--- config.mk ---
export PLATFORM = sky130hd
export DESIGN_NAME = tiny_acc_core
export DESIGN_NICKNAME = d
export VERILOG_FILES = /design/src/rtl/tiny_proc_pkg.sv /design/src/rtl/tiny_alu_n.sv /design/src/rtl/tiny_acc_core.sv
export SDC_FILE = /design/constraint.sdc
export NUM_CORES = 1
export LEC_CHECK = 0
export CAP_MARGIN = 20
export CORE_MARGIN = 3
export CORE_UTILIZATION = 36
export CTS_CLUSTER_DIAMETER = 120
export DETAILED_ROUTE_END_ITERATION = 7
export PLACE_DENSITY = 0.5
export SETUP_SLACK_MARGIN = 0.4
export SYNTH_ARGS = -nofsm -noshare
export SYNTH_HDL_FRONTEND = slang
export SYNTH_HIERARCHICAL = 1
export SYNTH_SLANG_ARGS = --single-unit
export TNS_END_PERCENT = 20
--- constraint.sdc ---
create_clock -name clk -period 15.4 [get_ports clk]
set_input_delay 1.54 -clock clk [delete_from_list [all_inputs] [get_ports clk]]
set_output_delay 1.54 -clock clk [all_outputs]
set_load 0.02 [all_outputs]
--- src/rtl/tiny_proc_pkg.sv ---
// Shared opcodes, FSM states and HALT encoding
// for the tiny accumulator core.
package tiny_proc_pkg;

   typedef enum logic [3:0] {
      OP_ADD  = 4'h0,
      OP_SUB  = 4'h1,
      OP_AND  = 4'h2,
      OP_OR   = 4'h3,
      OP_XOR  = 4'h4,
      OP_SHL  = 4'h5,
      OP_SHR  = 4'h6,
      OP_ST   = 4'h7,
      OP_ADDI = 4'h8,
      OP_LI   = 4'h9,
      OP_LD   = 4'hA,
      OP_ANDI = 4'hB,
      OP_BEQZ = 4'hC,
      OP_BNEZ = 4'hD,
      OP_JMP  = 4'hE,
      OP_HALT = 4'hF
   } opcode_t;

   typedef enum logic [1:0] {
      IDLE,
      RUN,
      HALTED
   } state_t;

   // Opcode field of HALT; operand field is zero.
   localparam logic [3:0] HALT_ENC = 4'hF;

endpackage

--- src/rtl/tiny_alu_n.sv ---
// Combinational accumulator ALU: next acc value
// for one opcode, plus the zero flag of the current acc.
module tiny_alu_n
   import tiny_proc_pkg::*;
#(
   parameter int DATA_W = 8
) (
   input  logic [3:0]        opc,
   input  logic [DATA_W-1:0] acc,
   input  logic [DATA_W-1:0] opnd,
   output logic [DATA_W-1:0] result,
   output logic              acc_zero
);

   assign acc_zero = (acc == '0);

   always_comb begin
      result = acc;
      unique case (opcode_t'(opc))
         OP_ADD:  result = acc + opnd;
         OP_SUB:  result = acc - opnd;
         OP_AND:  result = acc & opnd;
         OP_OR:   result = acc | opnd;
         OP_XOR:  result = acc ^ opnd;
         OP_SHL:  result = acc << 1;
         OP_SHR:  result = acc >> 1;
         OP_ADDI: result = acc + opnd;
         OP_LI:   result = opnd;
         OP_LD:   result = opnd;
         OP_ANDI: result = acc & opnd;
         default: result = acc;
      endcase
   end

endmodule

--- src/rtl/tiny_acc_core.sv ---
// Parametrised accumulator core with program-load port,
// run/step/halt control and a data-memory debug port.
module tiny_acc_core
   import tiny_proc_pkg::*;
#(
   parameter int DATA_W = 8,
   parameter int OPR_W  = 4,
   parameter int CNT_W  = 16
) (
   input  logic               clk,
   input  logic               rst,
   input  logic               prog_valid,
   output logic               prog_ready,
   input  logic [OPR_W-1:0]   prog_addr,
   input  logic [OPR_W+3:0]   prog_data,
   input  logic               start,
   input  logic               abort,
   input  logic               step_mode,
   input  logic               step,
   input  logic [OPR_W-1:0]   dbg_addr,
   output logic [DATA_W-1:0]  dbg_data,
   output logic [OPR_W-1:0]   pc,
   output logic [DATA_W-1:0]  acc,
   output logic               busy,
   output logic               halted,
   output logic [CNT_W-1:0]   retired
);

   localparam int DEPTH = 1 << OPR_W;
   localparam logic [OPR_W+3:0] HALT_INST =
      {{OPR_W{1'b0}}, HALT_ENC};

   state_t state;
   logic [OPR_W+3:0]  imem [DEPTH];
   logic [DATA_W-1:0] dmem [DEPTH];

   logic [OPR_W+3:0]        inst;
   opcode_t                 opc;
   logic [OPR_W-1:0]        opr;
   logic [DATA_W+OPR_W-1:0] imm_w;
   logic [DATA_W-1:0]       opnd;
   logic [DATA_W-1:0]       alu_res;
   logic                    acc_zero;
   logic                    exec;
   logic                    taken;
   logic                    last;

   assign inst  = imem[pc];
   assign opc   = opcode_t'(inst[3:0]);
   assign opr   = inst[OPR_W+3:4];
   assign imm_w = {{DATA_W{opr[OPR_W-1]}}, opr};

   always_comb begin
      opnd = dmem[opr];
      if (opc == OP_ADDI || opc == OP_LI || opc == OP_ANDI)
         opnd = imm_w[DATA_W-1:0];
   end

   tiny_alu_n #(.DATA_W(DATA_W)) u_alu (
      .opc      (opc),
      .acc      (acc),
      .opnd     (opnd),
      .result   (alu_res),
      .acc_zero (acc_zero)
   );

   // Branches test acc as it was before this instruction.
   assign taken = (opc == OP_JMP)
               || (opc == OP_BEQZ && acc_zero)
               || (opc == OP_BNEZ && !acc_zero);
   assign last  = (pc == {OPR_W{1'b1}});
   assign exec  = (state == RUN) && (!step_mode || step);

   assign prog_ready = (state == IDLE);
   assign busy       = (state == RUN);
   assign halted     = (state == HALTED);
   assign dbg_data   = dmem[dbg_addr];

   always_ff @(posedge clk) begin
      if (rst) begin
         state   <= IDLE;
         pc      <= '0;
         acc     <= '0;
         retired <= '0;
         for (int i = 0; i < DEPTH; i++) begin
            imem[i] <= HALT_INST;
            dmem[i] <= '0;
         end
      end else begin
         if (state == IDLE && prog_valid)
            imem[prog_addr] <= prog_data;
         if (abort) begin
            state <= IDLE;
         end else if (start && state != RUN) begin
            state   <= RUN;
            pc      <= '0;
            acc     <= '0;
            retired <= '0;
         end else if (exec) begin
            if (retired != {CNT_W{1'b1}})
               retired <= retired + CNT_W'(1);
            acc <= alu_res;
            if (opc == OP_ST)
               dmem[opr] <= acc;
            if (opc == OP_HALT)
               state <= HALTED;
            else if (taken)
               pc <= opr;
            else if (last)
               state <= HALTED;
            else
               pc <= pc + OPR_W'(1);
         end
      end
   end

endmodule
==> flow_summary.ini <==
[cts]
cts_hold_buf = 0
cts_tree = built
htree_num_levels = 2
cts_sinks = 290
clock_path_buffers = 3
clkTransAtPathRegs_ns = 0.06
clockRootBuffer = clkbuf_16
clkLatencyLatePin_ns = 0.56
cts_buffers = 36
cts_resized = 0
post_cts_buffers = 0

[synth]
synth.area.top_cells = edfxtp_1, mux4_2, and2_1, dfxtp_1, mux2i_1
avgSynthCellArea_sq_um = 12.3
seq_area_frac_synth_pct = 51.2
synth_edf_count = 256
synth.largest_area_cell = edfxtp_1
synth_seq_cells = 290
syn_nets = 1372
synthCells = 1323
ys_types = 89
yosysMostFrequentCell = edfxtp_1
yosysWarnings = 6
synthTopCellsByCount = edfxtp_1, and2_1, nor2_1
dominantRegCellSynth = edfxtp_1
async_flop_share_pct = 0
synth_top_area_share_pct = 47.1
synth_area_sq_um = 16300

[timing]
rsz0062_at_grt = no
fmax_mhz = 162
setup_ws_ns = 9.23
fin_crit_sh_pct = 40.1
setup_tns_ns = 0
tightest_slew_ns = 1.03
hold_viol_final = 0
drv_slew = 0
max_slew_margin_pct = 31.1
finalSetupViolCount = 0
finClkSkew_ns = 0.0312
finalCriticalPeriod_ns = 6.17
holdWs_ns = 0.513

[worst_setup_path]
worstPathArrival_ns = 6.58
crit_type = register to register
start_kind = register
cp.required_ns = 15.81
cp_max_fo = 67
slowest_stage = o31a_4
cp_cell_sequence = buf_4 > mux4_2 > a22oi_2 > o31a_4 > inv_2 > o32ai_1 > a31oi_1 > a31oi_1 > inv_1 > ha_1 > a31oi_1 > xnor2_1 > ha_1 > a21o_1 > a31o_2 > a41oi_1 > nor3_1 > or3_1 > mux2i_1 > nor2_1
slowest_delay_ns = 0.74
crit_path_end_kind = register
crit_path_frequent_cell = a31oi_1

[cells_and_area]
nets = 1407
final_cells = 1975
diodes = 0
drive_gt1_share_pct = 14.2
area_growth_pct = 13.4

[detailed_routing]
ant_nets = 0
vias = 10800
first_pass_iters = 6
first_iter_violations = 817
drcViolationCount = 0
wl_per_cell_um = 23.7
drt_wl_total_um = 46800
via_per_inst = 5.49

[floorplanning]
die_width_um = 219
core_region_area_sq_um = 44500
pin_count = 62
start_util_pct = 36.7
dieHeight_um = 219
die_area_sq_um = 48000
rows = 77

[hold_path]
hold_path_class = register to register

[placement]
dp_hpwl_um = 31300
pre_cts_slack_ns = 9.19
place_congestion = 0.887
place.port_buffers = 61
numPlacedInstances = 1912

[global_route]
antenna_found_initial = 0
overflow = 0
grt_pass1_wl_um = 71200
grt_start_max_net_pins = 68
grt_pass1_vias = 10900
track_usage_pct = 19.7

[power_and_ir_drop]
ir_drop_v = 0.0000820
p_per_area_nw_per_um2 = 103
p_leak_nw = 6.51
finalPower_mw = 1.91

[flow_run]
cap_violations = 0

[status]
status = completed
[cell type report]
class / instances / area, sq um
fillers: 4289 / 26000
well taps: 592 / 741
clock inverters: 14 / 185
clock buffers: 49 / 970
flip-flops and latches: 290 / 8370
repair buffers: 89 / 811
inverters: 31 / 116
multi-input cells: 910 / 7330
[flip-flops by register name (all words and copies together), names as in the netlist, named ones only]
signal   cells
state        2
acc          8
retired     16
dmem       128
imem       128
pc           4
[cell usage in the layout (no fill, tap or decap), types with 27 or more instances in the layout]
master	netlist	layout
edfxtp_1	256	256
and2_1	163	163
nor2_1	71	71
mux2i_1	65	65
clkdlybuf4s50_1	0	59
or3_1	55	55
nand2_1	50	50
mux4_2	48	48
and3_1	38	38
clkbuf_16	0	36
dfxtp_1	34	33
nand2b_1	30	30
inv_1	28	28
a211oi_1	28	28
buf_4	10	28
nor2b_1	27	27
[logic make-up after synthesis]
family	Yosys count	share of synthesized area (%)
buffers and inverters	123	3.90
multiplexers	144	14.6
adder cells (fa/ha/maj)	26	2.04
XOR/XNOR	25	1.34
AND/OR/NAND/NOR	533	18.9
AO/OA/AOI/OAI	182	7.97
flip-flops	290	51.2
[critical path: cells and delay by family (launching register included)]
family / cells / cell delay [ns]
DFF: 1 / 0.31
adders and majority gates: 2 / 0.55
AOI/OAI and AO/OA: 9 / 2.68
and+or+nand+nor: 3 / 0.47
xor gates and xnor gates: 1 / 0.16
buffers and inverters: 3 / 1.03
muxes: 2 / 0.72
[routing by layer]
layer  vias to the layer above  GRT usage [%]  wire, um
met5                         -              0         0
met1                      5450           26.7     20800
met3                        63           3.45      2260
met4                         0           5.34       940
met2                       282           32.7     22800
li1                       5049              -         -
[per-stage QoR]
step	area [sq um]	utilization, %
after global routing	18500	41.6
final	18500	41.6
after CTS	18500	41.6
after floorplan	16300	-
after global placement	17400	39.0
after detailed placement	17400	39.0
[path summary, 6_finish.rpt]
path                 end  slack [ns]  cells past startpoint        start
max reg2reg       acc[7]        9.23                     20     register
min reg2reg  retired[14]        0.51                      2  retired[14]
max               acc[7]        9.23                     20     register
min          retired[14]        0.51                      2  retired[14]
[power breakdown]
| group | switching, mW | internal (mW) |
|---|---|---|
| clock network | 0.346 | 0.496 |
| logic | 0.111 | 0.0700 |
| registers | 0.0114 | 0.876 |
| total | 0.468 | 1.44 |
(Power assumes the default switching activity.)
